### config.mk
export PLATFORM = sky130hd
export DESIGN_NAME = demux_rr_scheduler
export DESIGN_NICKNAME = d
export VERILOG_FILES = /design/src/rtl/demux_pkg.sv /design/src/rtl/rr_next_enabled.sv /design/src/rtl/demux_rr_scheduler.sv
export SDC_FILE = /design/constraint.sdc
export NUM_CORES = 1
export LEC_CHECK = 0
export CORE_ASPECT_RATIO = 0.8
export CORE_UTILIZATION = 35
export CTS_CLUSTER_DIAMETER = 40
export CTS_CLUSTER_SIZE = 10
export DETAILED_ROUTE_END_ITERATION = 10
export SYNTH_ARGS = -nofsm -noshare
export SYNTH_HDL_FRONTEND = slang
export SYNTH_SLANG_ARGS = --single-unit
export TNS_END_PERCENT = 5
### constraint.sdc
create_clock -name clk -period 3 [get_ports clk]
set_clock_uncertainty 0.05 [all_clocks]
set_input_delay 0.45 -clock clk [delete_from_list [all_inputs] [get_ports clk]]
set_output_delay 0.45 -clock clk [all_outputs]
set_load 0.05 [all_outputs]
### src/rtl/demux_pkg.sv
// Shared constants and state encoding for the 1-to-4 demux sequencer.
package demux_pkg;
  localparam int unsigned NCH  = 4;
  localparam int unsigned SELW = 2;

  localparam logic MODE_RR    = 1'b0;
  localparam logic MODE_FIXED = 1'b1;

  typedef enum logic {
    ST_EMPTY = 1'b0,
    ST_FULL  = 1'b1
  } state_e;
endpackage

### src/rtl/rr_next_enabled.sv
// Finds the next enabled channel, starting at base (incl_base=1) or just after it,
// wrapping; with incl_base=0 the base itself is the last candidate.
module rr_next_enabled
  import demux_pkg::*;
(
  input  logic [SELW-1:0] base,
  input  logic [NCH-1:0]  en,
  input  logic            incl_base,
  output logic [SELW-1:0] nxt,
  output logic            any
);

  always_comb begin
    logic            found;
    logic [SELW-1:0] idx;
    int unsigned     off;
    nxt   = base;
    found = 1'b0;
    idx   = '0;
    off   = 0;
    for (int unsigned k = 0; k < NCH; k++) begin
      off = incl_base ? k : k + 1;
      idx = base + SELW'(off);
      if (!found && en[idx]) begin
        nxt   = idx;
        found = 1'b1;
      end
    end
  end

  assign any = |en;

endmodule

### src/rtl/demux_rr_scheduler.sv
// Single-register sequencer distributing one valid/ready stream over 4 channels,
// weighted round-robin (BURST words per channel) or fixed select.
module demux_rr_scheduler
  import demux_pkg::*;
#(
  parameter int unsigned W     = 8,
  parameter int unsigned BURST = 4,
  parameter int unsigned CW    = 8
) (
  input  logic            clk,
  input  logic            rst_n,
  input  logic            in_valid,
  input  logic [W-1:0]    in_data,
  output logic            in_ready,
  input  logic            mode,
  input  logic [SELW-1:0] fixed_sel,
  input  logic [NCH-1:0]  chan_en,
  output logic [NCH-1:0]  out_valid,
  output logic [W-1:0]    out_data,
  input  logic [NCH-1:0]  out_ready,
  output logic [SELW-1:0] cur_sel
);

  localparam logic [CW-1:0] BEAT_LAST = CW'(BURST - 1);

  state_e          state_q, state_d;
  logic [W-1:0]    out_data_q, out_data_d;
  logic [SELW-1:0] out_sel_q, out_sel_d;
  logic [SELW-1:0] ptr_q, ptr_d;
  logic [CW-1:0]   beat_cnt_q, beat_cnt_d;
  logic            init_q;

  logic [SELW-1:0] rr_tgt, rot_nxt, tgt;
  logic            rr_any, rot_any, tgt_ok;
  logic            accept, pop, full;

  rr_next_enabled u_tgt (
    .base      (ptr_q),
    .en        (chan_en),
    .incl_base (1'b1),
    .nxt       (rr_tgt),
    .any       (rr_any)
  );

  rr_next_enabled u_rot (
    .base      (tgt),
    .en        (chan_en),
    .incl_base (1'b0),
    .nxt       (rot_nxt),
    .any       (rot_any)
  );

  assign full   = (state_q == ST_FULL);
  assign tgt    = (mode == MODE_FIXED) ? fixed_sel : rr_tgt;
  assign tgt_ok = (mode == MODE_FIXED) ? chan_en[fixed_sel] : rr_any;

  // init_q keeps in_ready low until the first edge after reset release.
  assign in_ready  = init_q & tgt_ok & (!full | out_ready[out_sel_q]);
  assign accept    = in_valid & in_ready;
  assign pop       = full & out_ready[out_sel_q];
  assign out_valid = full ? NCH'(1 << out_sel_q) : '0;
  assign out_data  = out_data_q;
  assign cur_sel   = tgt;

  always_comb begin
    state_d    = state_q;
    out_data_d = out_data_q;
    out_sel_d  = out_sel_q;
    ptr_d      = ptr_q;
    beat_cnt_d = beat_cnt_q;
    if (accept) begin
      state_d    = ST_FULL;
      out_data_d = in_data;
      out_sel_d  = tgt;
      if (mode == MODE_FIXED) begin
        beat_cnt_d = '0;
        ptr_d      = fixed_sel;
      end else if (beat_cnt_q == BEAT_LAST) begin
        beat_cnt_d = '0;
        ptr_d      = rot_any ? rot_nxt : tgt;
      end else begin
        beat_cnt_d = beat_cnt_q + 1'b1;
        ptr_d      = tgt;
      end
    end else if (pop) begin
      state_d = ST_EMPTY;
    end
  end

  always_ff @(posedge clk or negedge rst_n) begin
    if (!rst_n) begin
      state_q    <= ST_EMPTY;
      out_data_q <= '0;
      out_sel_q  <= '0;
      ptr_q      <= '0;
      beat_cnt_q <= '0;
      init_q     <= 1'b0;
    end else begin
      state_q    <= state_d;
      out_data_q <= out_data_d;
      out_sel_q  <= out_sel_d;
      ptr_q      <= ptr_d;
      beat_cnt_q <= beat_cnt_d;
      init_q     <= 1'b1;
    end
  end

endmodule
==> flow_summary.ini, run 1 <==
[final_layout]
synthToLayoutAreaGrowth_pct = 37.2
drive_gt1_share_pct = 16.2
final_cell_mix = 33 x clkdlybuf4s50_1, 22 x dfrtp_1, 17 x nand2_1, 17 x o21ai_0, 14 x buf_4
fin_nets = 240
fill_cells = 394
multi_input_area_um2 = 912
final_common_cell = clkdlybuf4s50_1
diodes = 0
regArea_um2 = 551

[timing]
finalWorstSetupSlack_ps = 245
relSlewSlack_pct = 66.8
min_period_ps = 2760
fin_tns_setup_ps = 0
rsz0062_at_grt = false
fmax_ghz = 0.363
setup_viol_count_final = 0
finalHoldViolations = 0
fin_crit_sh_pct = 91.8
drv_slew = 0
worst_pin_slew_ps = 497
whs_ps = 440

[cts]
cts-root-buf = clkbuf_8
htree_levels = 1
cts_resized = 0
clock-sinks = 22
postCtsSetupBuffers = 0
cts_made_buffers = 3
clockBufferDepth = 2
clk_latency_ps = 260
cts_tree = built
hold_buffers = 0
clkTransAtPathRegs_ps = 80

[grt]
grt_pass1_vias = 1292
grt_max_degree = 23
grtUsageTotal_pct = 16.7
antenna_found_initial = 0
gr-total-overflow = 0
grt_pass1_wl_mm = 6.10

[power_and_ir_drop]
p_per_area_nw_per_um2 = 726
intPower_mw = 0.860
p_clk_share_pct = 13.4
peakVddDrop_v = 0.000383
seqPwrFrac_pct = 31.3
switching_share_pct = 43.8
leakagePower_nw = 0.888
p_sw_mw = 0.670
power_frac_comb_pct = 55.3

[critical_path]
timing.reg2reg.setup_slack_ps = 680
worstPathMaxFanout = 11
rr_endpoint = ptr_q[1]
r2r_start = ptr_q[1]
crit_path_start = chan_en[3]
critPathCaptureType = output port
crit_type = in -> out
crit_arrival_ps = 2260
crit_required_ps = 2500
setup.worst_path.end = cur_sel[0]
reg2reg_depth = 7
cp-start-kind = primary input

[min_path]
hp-class = reg -> reg
min_path_cells = 1
worstHoldStart = out_data[6]

[route]
finalWirelength_mm = 3.75
post_drt_wl_per_cell_um = 13.7
drt-pass1-iter-count = 4
vias = 1434
ant_nets = 0
drc = 0
drt_iter0_markers = 69
vias_per_cell = 5.25

[yosys]
avgSynthCellArea_um2 = 8.98
synth_top_family_by_area = compound AO/OA/AOI/OAI gates
synth_xor_area_share_pct = 0
synthMuxAreaShare_pct = 12.1
yosys.area_share.simple_pct = 22.4
ys_ff_latch = 22
synth-edff-count = 0
synthFlopType = dfrtp_1
yosysWarnings = 0
synth_top_area_share_pct = 35.9
syn_area_um2 = 1540
synth_adder_area_share_pct = 0.815
ys_types = 45
synthTopCellsByArea = dfrtp_1 36%, o21ai_0 5.5%, mux2_1 4.4%, mux2_2 4.4%, nand2_1 4.2%
async_reset_ff_share_pct = 100
syn_nets = 194
seq_area_frac_synth_pct = 35.9
postSynthCellCount = 171
synth_top_cell_by_area = dfrtp_1
synth_compound_area_share_pct = 23.9

[floorplan]
io_pins = 37
fp.dieW_um = 76.0
start_util_pct = 36.5
dieArea_um2 = 4660
coreArea_um2 = 4200
dieHeight_um = 61.2
placementRows = 21

[placement]
finalWeightedCongestion = 0.828
hpwl_mm = 3.00
place_ws_ps = 108
io_buffers = 36

[run_status]
status = finished clean

[job]
cap_violations = 0
[state kept, by name, indices dropped and copies added, names as in the netlist]
name        flops
beat_cnt_q      8
out_data        8
out_sel_q       2
ptr_q           2
full            1
init_q          1
[power by group through the flow]
stage	clock (mW)	sequential, mW	combinational, mW
after global routing	0.227	0.495	0.900
after CTS	0.214	0.478	0.850
after floorplan	0	0.615	0.422
final	0.205	0.479	0.846
after detailed placement	0	0.485	0.849
after global placement	0	0.479	0.841
[synthesized netlist by cell type (all sizes together), types with 2 or more instances]
library cell  number
dfrtp             22
nand2             17
o21ai             17
mux2              12
nor2              12
buf                8
nand3              7
nor3               7
inv                6
a21o               5
a21oi              5
and3               5
mux2i              5
nand2b             5
nor2b              5
o31ai              3
a21boi             2
a311oi             2
o21a               2
o22a               2
o31a               2
or3                2
or4                2
[worst max-delay path, stage by stage]
cell and delay (ps):
clkdlybuf4s50_1 710, nor2b_1 130, a21o_1 210, o31ai_4 390, buf_4 220, buf_12 140
[kinds of logic (layout without fill, tap and decap cells)]
logic type | Yosys count | in the layout
compound gates | 49 | 49
fa+ha+maj | 1 | 1
buf+inv | 15 | 60
flops | 22 | 22
mux | 17 | 17
other cells | 1 | 1
simple gates | 66 | 66
[area by class of cell]
cell class	instances	share of cell area, %
inverters	6	1.07
well taps	57	3.38
clock buffers	4	2.61
multi-input cells	134	43.3
flip-flops and latches	22	26.1
repair buffers	50	23.5
[per-layer routing]
metal  wire [um]  global-route usage [%]  vias to the layer above
met5           0                       0                        -
met4          21                    4.12                        0
met3         171                    3.85                        2
met2        1660                    26.9                       42
met1        1890                    23.2                      675
li1            -                       -                      715
[how the worst min path moves through the flow]
| stage | endpoint | slack [ps] |
|---|---|---|
| floorplan | beat_cnt_q[0] | 100 |
| global placement | out_data[5] | 420 |
| detailed placement | out_data[6] | 430 |
| CTS | out_data[6] | 450 |
| global route | out_data[5] | 470 |
| finish | out_data[6] | 440 |
[through the flow]
stage,cells,cell area [um2],total power [mW],utilization (%)
after floorplan,171,1540,1.04,-
after global placement,269,2050,1.32,48.8
after detailed placement,269,2050,1.33,48.8
after CTS,273,2110,1.54,50.1
after global routing,273,2110,1.62,50.1
final,273,2110,1.53,50.1
Power figures use the tool's default switching activity.
==> run 2, diff against run 1 <==
TNS_END_PERCENT = unset   (was 5)
==> results of run 2 <==
Same layout as run 1: the final DEF is identical, and so are final timing and power.
==> run 3, diff against run 2 <==
ABC_CLOCK_PERIOD_IN_PS = 3000   (was unset)
CORE_MARGIN = 10   (was unset)
RECOVER_POWER = 100   (was unset)
==> flow_summary.ini, run 3 (synthesis gave the netlist of run 1 again) <==
[route]
finalWirelength_mm = 4.00
drc = 0
vias = 1411
ant_nets = 0
drt_iter0_markers = 82
post_drt_wl_per_cell_um = 14.8
drt-pass1-iter-count = 4
vias_per_cell = 5.23

[cts]
postCtsSetupBuffers = 0
cts_tree = built
clock-sinks = 22
cts_resized = 0
clockBufferDepth = 2
clk_latency_ps = 260
hold_buffers = 0
cts_made_buffers = 3
htree_levels = 1
clkTransAtPathRegs_ps = 80
cts-root-buf = clkbuf_8

[timing]
relSlewSlack_pct = 23.8
rsz0062_at_grt = false
setup_viol_count_final = 0
drv_slew = 0
finalHoldViolations = 0
fin_tns_setup_ps = 0
fin_crit_sh_pct = 94.0
fmax_ghz = 0.355
min_period_ps = 2820
worst_pin_slew_ps = 1140

[run_status]
status = finished clean

[final_layout]
fin_nets = 237
synthToLayoutAreaGrowth_pct = 35.5
fill_cells = 414
final_cell_mix = 22 x dfrtp_1, 19 x clkdlybuf4s50_1, 17 x nand2_1, 17 x o21ai_0, 14 x dlygate4sd3_1
drive_gt1_share_pct = 14.6
finalCoreUtilization_pct = 49.5
final_common_cell = dfrtp_1
diodes = 0

[grt]
grt_pass1_vias = 1393
grtUsageMet3_pct = 2.73
gr-total-overflow = 0
grtUsageTotal_pct = 10.9
use_met1_pct = 15.0
grt-busiest-layer = met2
grt_pass1_wl_mm = 6.86
antenna_found_initial = 0
grt_max_degree = 23
grt_util_met2_pct = 16.8

[floorplan]
dieHeight_um = 79.2
fp.dieW_um = 94.0
start_util_pct = 36.5
coreArea_um2 = 4200
dieArea_um2 = 7450
io_pins = 37
placementRows = 21

[critical_path]
crit_required_ps = 2500
crit_arrival_ps = 2320
critPathCaptureType = output port
crit_type = in -> out
worstPathMaxFanout = 9
cp-start-kind = primary input

[placement]
finalWeightedCongestion = 0.825
hpwl_mm = 3.30
io_buffers = 36

[min_path]
hp-class = reg -> reg

[power_and_ir_drop]
p_per_area_nw_per_um2 = 747
peakVddDrop_v = 0.000376
leakagePower_nw = 0.887

[job]
cap_violations = 0
-- run 3: cell types whose count changed in the layout (fill, tap and decap cells not counted) --
| cell | previous run | this run |
|---|---|---|
| clkbuf_8 | 4 | 3 |
| dlygate4sd3_1 | 0 | 14 |
| buf_4 | 14 | 9 |
| clkdlybuf4s50_1 | 33 | 19 |
| bufinv_16 | 0 | 1 |
| clkbuf_1 | 0 | 1 |
| clkbuf_2 | 0 | 2 |
| buf_12 | 3 | 2 |
-- run 3: final cells by class --
cell class | count | area, um2 | area share (%)
clock inverters | 1 | 30.0 | 1.44
well taps | 57 | 71.3 | 3.43
flip-flops and latches | 22 | 551 | 26.5
inverters | 6 | 22.5 | 1.08
repair buffers | 47 | 452 | 21.7
multi-input cells | 134 | 912 | 43.9
clock buffers | 3 | 41.3 | 1.99
-- run 3: power breakdown --
part / total [mW] / internal (mW) / leakage [nW] / switching, mW
combinational: 0.812 / 0.311 / 0.578 / 0.501
clock: 0.270 / 0.178 / 0.0357 / 0.0917
sequential: 0.473 / 0.391 / 0.274 / 0.0815
total: 1.55 / 0.881 / 0.887 / 0.674
-- run 3: routing by layer --
layer	share of wire, %	up-vias
li1	-	707
met1	49	677
met2	45	25
met3	5.0	2
met4	0.72	0
met5	0	-
-- run 3: worst paths after layout --
path / slack (ps) / cells after the start / to / start
worst max-delay path: 180 / 6 / cur_sel[1] / chan_en[1]
worst min-delay path: 430 / 1 / out_data[4] / out_data[4]
worst max register to register: 650 / 8 / ptr_q[1] / ptr_q[1]
worst min register to register: 430 / 1 / out_data[4] / out_data[4]
max in group asynchronous: 1340 / 2 / beat_cnt_q[6] / rst_n
min in group asynchronous: 880 / 2 / beat_cnt_q[7] / rst_n
-- run 3: worst max-delay path, cell delays in order --
cell           delay [ps]
dlygate4sd3_1         690
or3_1                 460
o31ai_4               290
nor2_1                130
inv_1                 140
buf_12                150
-- run 3: stage by stage --
stage | area [um2] | hold slack [ps] | total power [mW] | cells | setup WS (ps)
CTS | 2090 | 444 | 1.60 | 270 | 223
global route | 2080 | 461 | 1.66 | 270 | 64.4
floorplan | 1540 | 104 | 1.04 | 171 | 499
detailed placement | 2020 | 425 | 1.33 | 266 | 36.5
global placement | 2020 | 416 | 1.31 | 266 | 97.3
finish | 2080 | 434 | 1.55 | 270 | 179
